## config.mk

```make
export PLATFORM = sky130hd
export DESIGN_NAME = geri_yaz_flat
export DESIGN_NICKNAME = d
export VERILOG_FILES = /design/src/rtl/geri_yaz_if.sv /design/src/rtl/geri_yaz.sv /design/src/flat_wrapper.sv
export SDC_FILE = /design/constraint.sdc
export NUM_CORES = 1
export LEC_CHECK = 0
export BUFFER_PORTS_ARGS = -buffer_cell sky130_fd_sc_hd__buf_2
export CELL_PAD_IN_SITES_DETAIL_PLACEMENT = 1
export CELL_PAD_IN_SITES_GLOBAL_PLACEMENT = 1
export CORE_ASPECT_RATIO = 0.6
export CORE_MARGIN = 4
export CORE_UTILIZATION = 36
export DETAILED_ROUTE_END_ITERATION = 12
export PLACE_DENSITY_LB_ADDON = 0.25
export RECOVER_POWER = 25
export SYNTH_ARGS = -nofsm -noshare
export SYNTH_HDL_FRONTEND = slang
export SYNTH_SLANG_ARGS = --single-unit
```

## constraint.sdc

```tcl
create_clock -name clk_i -period 2 [get_ports clk_i]
set_input_delay 0.4 -clock clk_i [delete_from_list [all_inputs] [get_ports clk_i]]
set_output_delay 0.4 -clock clk_i [all_outputs]
set_load 0.05 [all_outputs]
```

## src/rtl/geri_yaz_if.sv

```systemverilog
// Memory-stage -> write-back bundle: uop issue, L1 read-data handshake, stall and
// register-file write port of the write-back stage.
interface geri_yaz_if #(
  parameter int VERI_BIT = 32,
  parameter int RD_BIT   = 5,
  parameter int TAG_BIT  = 4
) ();
  logic                uop_gecerli_i;
  logic [TAG_BIT-1:0]  uop_tag_i;
  logic [RD_BIT-1:0]   uop_rd_i;
  logic                uop_yaz_i;
  logic                uop_yuk_i;
  logic [2:0]          uop_yuk_tur_i;
  logic [1:0]          uop_adres_lsb_i;
  logic [VERI_BIT-1:0] uop_sonuc_i;
  logic [VERI_BIT-1:0] l1v_veri_i;
  logic                l1v_veri_gecerli_i;
  logic                l1v_veri_hazir_o;
  logic                duraklat_o;
  logic                yaz_gecerli_o;
  logic [RD_BIT-1:0]   yaz_adres_o;
  logic [VERI_BIT-1:0] yaz_veri_o;
  logic [TAG_BIT-1:0]  yaz_tag_o;

  modport slave (
    input  uop_gecerli_i, uop_tag_i, uop_rd_i, uop_yaz_i, uop_yuk_i,
           uop_yuk_tur_i, uop_adres_lsb_i, uop_sonuc_i,
           l1v_veri_i, l1v_veri_gecerli_i,
    output l1v_veri_hazir_o, duraklat_o,
           yaz_gecerli_o, yaz_adres_o, yaz_veri_o, yaz_tag_o
  );

  modport master (
    output uop_gecerli_i, uop_tag_i, uop_rd_i, uop_yaz_i, uop_yuk_i,
           uop_yuk_tur_i, uop_adres_lsb_i, uop_sonuc_i,
           l1v_veri_i, l1v_veri_gecerli_i,
    input  l1v_veri_hazir_o, duraklat_o,
           yaz_gecerli_o, yaz_adres_o, yaz_veri_o, yaz_tag_o
  );
endinterface

```

## src/rtl/geri_yaz.sv

```systemverilog
// Write-back stage: retires one uop per cycle, completes loads from the L1 data
// response (lane select + extension) and stalls upstream while a load waits.
module geri_yaz #(
  parameter int VERI_BIT = 32,
  parameter int RD_BIT   = 5,
  parameter int TAG_BIT  = 4
) (
  input  logic        clk_i,
  input  logic        rst_i,
  geri_yaz_if.slave   bus
);

  typedef enum logic {BOS = 1'b0, BEKLE = 1'b1} durum_t;

  durum_t              r_durum;
  durum_t              w_durum_next;

  logic [TAG_BIT-1:0]  r_tag;
  logic [RD_BIT-1:0]   r_rd;
  logic                r_yaz;
  logic [2:0]          r_tur;
  logic [1:0]          r_lsb;

  logic                r_yaz_gecerli;
  logic [RD_BIT-1:0]   r_yaz_adres;
  logic [VERI_BIT-1:0] r_yaz_veri;
  logic [TAG_BIT-1:0]  r_yaz_tag;

  logic                w_ret;
  logic                w_yakala;
  logic                w_hazir;
  logic                w_duraklat;
  logic [TAG_BIT-1:0]  w_ret_tag;
  logic [RD_BIT-1:0]   w_ret_rd;
  logic                w_ret_yaz;
  logic [VERI_BIT-1:0] w_ret_veri;

  // Lane select then extend; funct3 codes 2,3,6,7 all deliver the whole word.
  function automatic logic [VERI_BIT-1:0] f_genislet(
    input logic [2:0]          tur,
    input logic [1:0]          lsb,
    input logic [VERI_BIT-1:0] veri
  );
    logic [VERI_BIT-1:0] w_bayt;
    logic [VERI_BIT-1:0] w_yarim;
    w_bayt  = veri >> {lsb, 3'b000};
    w_yarim = veri >> {lsb[1], 4'b0000};
    case (tur)
      3'd0:    return {{(VERI_BIT-8){w_bayt[7]}}, w_bayt[7:0]};
      3'd1:    return {{(VERI_BIT-16){w_yarim[15]}}, w_yarim[15:0]};
      3'd4:    return {{(VERI_BIT-8){1'b0}}, w_bayt[7:0]};
      3'd5:    return {{(VERI_BIT-16){1'b0}}, w_yarim[15:0]};
      default: return veri;
    endcase
  endfunction

  always_ff @(posedge clk_i) begin
    if (rst_i) begin
      r_durum <= BOS;
    end else begin
      r_durum <= w_durum_next;
    end
  end

  always_comb begin
    w_durum_next = r_durum;
    case (r_durum)
      BOS:     if (w_yakala) w_durum_next = BEKLE;
      BEKLE:   if (bus.l1v_veri_gecerli_i) w_durum_next = BOS;
      default: w_durum_next = BOS;
    endcase
  end

  always_comb begin
    w_ret      = 1'b0;
    w_yakala   = 1'b0;
    w_hazir    = 1'b0;
    w_duraklat = 1'b0;
    w_ret_tag  = bus.uop_tag_i;
    w_ret_rd   = bus.uop_rd_i;
    w_ret_yaz  = bus.uop_yaz_i;
    w_ret_veri = bus.uop_sonuc_i;
    case (r_durum)
      BOS: begin
        if (bus.uop_gecerli_i) begin
          if (!bus.uop_yuk_i) begin
            w_ret = 1'b1;
          end else begin
            w_hazir = 1'b1;
            if (bus.l1v_veri_gecerli_i) begin
              w_ret      = 1'b1;
              w_ret_veri = f_genislet(bus.uop_yuk_tur_i, bus.uop_adres_lsb_i, bus.l1v_veri_i);
            end else begin
              w_yakala   = 1'b1;
              w_duraklat = 1'b1;
            end
          end
        end
      end
      BEKLE: begin
        // Upstream inputs are ignored here; only the captured load fields matter.
        w_hazir    = 1'b1;
        w_duraklat = !bus.l1v_veri_gecerli_i;
        w_ret      = bus.l1v_veri_gecerli_i;
        w_ret_tag  = r_tag;
        w_ret_rd   = r_rd;
        w_ret_yaz  = r_yaz;
        w_ret_veri = f_genislet(r_tur, r_lsb, bus.l1v_veri_i);
      end
      default: ;
    endcase
  end

  always_ff @(posedge clk_i) begin
    if (rst_i) begin
      r_tag <= '0;
      r_rd  <= '0;
      r_yaz <= 1'b0;
      r_tur <= '0;
      r_lsb <= '0;
    end else if (w_yakala) begin
      r_tag <= bus.uop_tag_i;
      r_rd  <= bus.uop_rd_i;
      r_yaz <= bus.uop_yaz_i;
      r_tur <= bus.uop_yuk_tur_i;
      r_lsb <= bus.uop_adres_lsb_i;
    end
  end

  // x0 retirements still move tag/index/data; only the write enable is withheld.
  always_ff @(posedge clk_i) begin
    if (rst_i) begin
      r_yaz_gecerli <= 1'b0;
      r_yaz_adres   <= '0;
      r_yaz_veri    <= '0;
      r_yaz_tag     <= '0;
    end else begin
      r_yaz_gecerli <= w_ret && w_ret_yaz && (w_ret_rd != '0);
      if (w_ret) begin
        r_yaz_adres <= w_ret_rd;
        r_yaz_veri  <= w_ret_veri;
        r_yaz_tag   <= w_ret_tag;
      end
    end
  end

  assign bus.l1v_veri_hazir_o = w_hazir;
  assign bus.duraklat_o       = w_duraklat;
  assign bus.yaz_gecerli_o    = r_yaz_gecerli;
  assign bus.yaz_adres_o      = r_yaz_adres;
  assign bus.yaz_veri_o       = r_yaz_veri;
  assign bus.yaz_tag_o        = r_yaz_tag;

endmodule
```

## src/flat_wrapper.sv

```systemverilog
// flat-port wrapper written by rule: the top's interface ports become plain ports
module geri_yaz_flat 
#(
  parameter int VERI_BIT = 32,
  parameter int RD_BIT   = 5,
  parameter int TAG_BIT  = 4
)
  (clk_i, rst_i, bus_uop_gecerli_i, bus_uop_tag_i, bus_uop_rd_i, bus_uop_yaz_i, bus_uop_yuk_i, bus_uop_yuk_tur_i, bus_uop_adres_lsb_i, bus_uop_sonuc_i, bus_l1v_veri_i, bus_l1v_veri_gecerli_i, bus_l1v_veri_hazir_o, bus_duraklat_o, bus_yaz_gecerli_o, bus_yaz_adres_o, bus_yaz_veri_o, bus_yaz_tag_o);
  geri_yaz_if #(.VERI_BIT(VERI_BIT), .RD_BIT(RD_BIT), .TAG_BIT(TAG_BIT)) bus_i ();
  input  logic clk_i;
  input  logic rst_i;
  input wire logic [$bits(bus_i.uop_gecerli_i)-1:0] bus_uop_gecerli_i;
  input wire logic [$bits(bus_i.uop_tag_i)-1:0] bus_uop_tag_i;
  input wire logic [$bits(bus_i.uop_rd_i)-1:0] bus_uop_rd_i;
  input wire logic [$bits(bus_i.uop_yaz_i)-1:0] bus_uop_yaz_i;
  input wire logic [$bits(bus_i.uop_yuk_i)-1:0] bus_uop_yuk_i;
  input wire logic [$bits(bus_i.uop_yuk_tur_i)-1:0] bus_uop_yuk_tur_i;
  input wire logic [$bits(bus_i.uop_adres_lsb_i)-1:0] bus_uop_adres_lsb_i;
  input wire logic [$bits(bus_i.uop_sonuc_i)-1:0] bus_uop_sonuc_i;
  input wire logic [$bits(bus_i.l1v_veri_i)-1:0] bus_l1v_veri_i;
  input wire logic [$bits(bus_i.l1v_veri_gecerli_i)-1:0] bus_l1v_veri_gecerli_i;
  output wire logic [$bits(bus_i.l1v_veri_hazir_o)-1:0] bus_l1v_veri_hazir_o;
  output wire logic [$bits(bus_i.duraklat_o)-1:0] bus_duraklat_o;
  output wire logic [$bits(bus_i.yaz_gecerli_o)-1:0] bus_yaz_gecerli_o;
  output wire logic [$bits(bus_i.yaz_adres_o)-1:0] bus_yaz_adres_o;
  output wire logic [$bits(bus_i.yaz_veri_o)-1:0] bus_yaz_veri_o;
  output wire logic [$bits(bus_i.yaz_tag_o)-1:0] bus_yaz_tag_o;
  assign bus_i.uop_gecerli_i = bus_uop_gecerli_i;
  assign bus_i.uop_tag_i = bus_uop_tag_i;
  assign bus_i.uop_rd_i = bus_uop_rd_i;
  assign bus_i.uop_yaz_i = bus_uop_yaz_i;
  assign bus_i.uop_yuk_i = bus_uop_yuk_i;
  assign bus_i.uop_yuk_tur_i = bus_uop_yuk_tur_i;
  assign bus_i.uop_adres_lsb_i = bus_uop_adres_lsb_i;
  assign bus_i.uop_sonuc_i = bus_uop_sonuc_i;
  assign bus_i.l1v_veri_i = bus_l1v_veri_i;
  assign bus_i.l1v_veri_gecerli_i = bus_l1v_veri_gecerli_i;
  assign bus_l1v_veri_hazir_o = bus_i.l1v_veri_hazir_o;
  assign bus_duraklat_o = bus_i.duraklat_o;
  assign bus_yaz_gecerli_o = bus_i.yaz_gecerli_o;
  assign bus_yaz_adres_o = bus_i.yaz_adres_o;
  assign bus_yaz_veri_o = bus_i.yaz_veri_o;
  assign bus_yaz_tag_o = bus_i.yaz_tag_o;
  geri_yaz #(.VERI_BIT(VERI_BIT), .RD_BIT(RD_BIT), .TAG_BIT(TAG_BIT)) u_core (.clk_i(clk_i), .rst_i(rst_i), .bus(bus_i));
endmodule
```

==> impl_metrics.yaml <==
global_route:
  gr-total-overflow: 0
  grt_pass1_vias: 4808
  grt_max_degree: 41
  grt_pass1_wl_um: 26380
  grtUsageTotal_pct: 26.70
  grt_antenna_before_repair: 0
synthesis:
  synthMuxAreaShare_pct: 8.149
  synth_seq_cells: 58
  synth_cell_types: 45
  synth_compound_area_share_pct: 34.71
  synth_area_mm2: 0.003854
  yosys_warnings: 0
  synth_fp_nets: 600
  syn_inst: 516
  yosys.area_share.xor_xnor_pct: 0
  async_reset_ff_share_pct: 0
  synth_edf_count: 0
  syn_area_per_cell_um2: 7.468
  synth-simple-area-share_pct: 20.84
  synthFlopType: "dfxtp_1"
  seq_area_frac_synth_pct: 30.13
  synthAdderAreaFrac_pct: 0
  synth_top_family_by_area: "compound AO/OA/AOI/OAI gates"
floorplanning:
  ios: 128
  initial_utilization_pct: 37.93
  die_area_mm2: 0.01248
  core_mm2: 0.01016
  rows: 28
  die_w_um: 141.6
  die_h_um: 88.14
cts:
  ctsResizeCount: 0
  cts_buffers: 9
  numClockSinks: 58
  cts_tree: "yes"
  root_buffer: "clkbuf_16"
  cts.path.max_buffers: 2
  postCtsSetupRepairBufs: 0
  cts_htree_levels: 3
  cts_hold_buf: 0
  path_clk_slew_ps: 50
  clk_latency_ps: 340
pwr:
  seqPwrFrac_pct: 33.8
  ir_drop_mv: 0.3980
  power_density_mw_per_mm2: 770.7
  pwr-share-clk_pct: 40.7
  power.internal_mw: 2.523
  p_leak_nw: 2.029
  swShare_pct: 34.19
  netSwitchingPower_mw: 1.310
  combPwrFrac_pct: 25.4
timing:
  slew_headroom_pct: 53.96
  worstMarginPinSlew_ps: 689.1
  setup_tns_ps: 0
  fin_crit_sh_pct: 91.13
  fin_ws_ps: 177.4
  skew_ps: 6.049
  setup_violations: 0
  fmax_mhz: 548.7
  slew_violations: 0
  rsz0062_at_grt: "no"
  whs_ps: 320.2
  hold_violations: 0
  layout_min_cycle_time_ps: 1823
critical_path:
  worst_setup_path_start_kind: "flop"
  endpoint_kind: "flop"
  crit_arrival_ps: 2100
  path_max_fanout: 9
  worstSetupPathType: "reg2reg"
  required_ps: 2280
layout:
  finish.utilization_pct: 48.95
  layout.nets: 722
  n_antenna_cell: 0
  fin_cells: 777
  drive_above_1_share_pct: 24.77
  area_delta_synth_final_pct: 29.06
run_status:
  outcome: "finished clean"
min_path:
  min_path_type: "in2reg"
place:
  dp_slack_ps: 84.51
  place.gp.congestion: 0.8987
  dpl.cell_count: 762
  hpwl_um: 12660
  io_buffer_count: 127
route:
  avgRoutedWirePerCell_um: 21.57
  drc: 0
  drt_iter0_markers: 536
  avgViaCountPerCell: 6.107
  vias: 4745
  drtAntennaViolNets: 0
  first_pass_iters: 5
  routed_wl_um: 16760
job:
  maxCapViolations: 0
-- sequential cells by signal, summed over array words and instances (netlist names), 2 cells and up --
signal	flops
u_core.bus.yaz_veri_o	32
u_core.bus.yaz_adres_o	5
u_core.r_rd	5
u_core.bus.yaz_tag_o	4
u_core.r_tag	4
u_core.r_tur	3
u_core.r_lsb	2
-- power groups by stage --
stage          clock, mW  sequential (mW)  combinational, mW
2_1_floorplan          0             1.55              0.382
3_3_place_gp           0             1.31              0.948
3_5_place_dp           0             1.32              0.970
4_1_cts             1.58             1.29              0.976
5_1_grt             1.64             1.31               1.04
6_report            1.56             1.30              0.975
-- per-layer routing --
layer / vias up / GRT usage [%] / wire, um
li1: 2183 / - / -
met1: 2279 / 38.64 / 7971
met5: - / 0 / 0
met3: 29 / 7.801 / 1727
met2: 254 / 38.22 / 6782
met4: 0 / 7.927 / 278
-- area by class of cell --
type,instances,area [um^2]
Inverter,5,18.77
Multi-Input combinational cell,405,2460
Timing Repair Buffer,159,870.8
Tap cell,135,168.9
Clock buffer,10,239.0
Sequential cell,58,1161
Fill cell,1318,5186
Clock inverter,5,55.05
-- cells by family (layout without fill, tap and decap cells) --
logic type             Yosys count  count (layout)
AO/OA/AOI/OAI                  190             190
multiplexers                    30              30
flip-flops                      58              58
buffers and inverters           53             179
AND/OR/NAND/NOR                185             185
-- through the flow --
step	total power [mW]	instance area (um^2)
2_1_floorplan	1.928	3854
3_3_place_gp	2.260	4710
3_5_place_dp	2.287	4710
4_1_cts	3.850	5004
5_1_grt	3.989	4974
6_report	3.833	4974
-- final timing paths --
path                                start                                      to  slack (ps)  cells after the start
max          u_core.r_lsb[1]$_SDFFE_PP0P_  u_core.bus.yaz_veri_o[15]$_SDFFE_PP0P_         180                      5
min                         bus_uop_yaz_i               u_core.r_yaz$_SDFFE_PP0P_         320                      3
max reg2reg  u_core.r_lsb[1]$_SDFFE_PP0P_  u_core.bus.yaz_veri_o[15]$_SDFFE_PP0P_         180                      5
min reg2reg  u_core.r_tag[2]$_SDFFE_PP0P_            u_core.r_tag[2]$_SDFFE_PP0P_         460                      2
-- cell usage in the layout, fill, tap and decap left out, types with 3 or more instances in the layout --
| cell type | instances |
|---|---|
| a211oi_1 | 9 |
| o21ai_0 | 26 |
| o221ai_1 | 14 |
| a22oi_1 | 38 |
| a32o_1 | 7 |
| o21ai_1 | 10 |
| buf_4 | 29 |
| mux2i_1 | 28 |
| a32oi_1 | 23 |
| a221oi_1 | 3 |
| a21oi_1 | 39 |
| inv_1 | 3 |
| nand2b_1 | 6 |
| nand2_1 | 104 |
| clkbuf_16 | 9 |
| dfxtp_1 | 58 |
| a31oi_1 | 3 |
| o211ai_1 | 8 |
| nand3_1 | 8 |
| nor3_1 | 11 |
| and3_1 | 8 |
| buf_2 | 103 |
| nor2_1 | 34 |
| clkbuf_1 | 24 |
-- synth_stat cells, types with 2 or more instances --
master | instances | share of area [%]
a31oi_1 | 3 | 0.49
a22oi_1 | 38 | 7.4
nor3_1 | 12 | 1.6
a32oi_1 | 23 | 5.2
nor2_1 | 34 | 3.3
inv_1 | 3 | 0.29
buf_2 | 16 | 2.1
buf_4 | 3 | 0.58
and3_1 | 8 | 1.3
o21ai_1 | 10 | 1.3
or3_1 | 2 | 0.32
buf_1 | 3 | 0.29
mux2i_1 | 28 | 7.3
nand2_1 | 104 | 10
a211oi_1 | 9 | 1.8
o21ai_0 | 26 | 3.4
a221oi_1 | 3 | 0.68
nand4b_1 | 2 | 0.45
o22a_1 | 2 | 0.45
clkbuf_1 | 25 | 2.4
nor2b_1 | 2 | 0.32
nand2b_1 | 6 | 0.97
o221ai_1 | 14 | 3.2
dfxtp_1 | 58 | 30
a22o_1 | 2 | 0.45
or4_1 | 2 | 0.39
nand3_1 | 8 | 1.0
clkinv_1 | 2 | 0.19
a21oi_1 | 39 | 5.1
o211ai_1 | 8 | 1.6
a32o_1 | 7 | 1.8
-- worst max-delay path: stages (launching register included) --
cell,delay [ps]
dfxtp_1,410
nor2b_1,600
a22o_1,220
a22oi_1,70
a221oi_1,310
a22o_1,160
(Power assumes the default switching activity.)
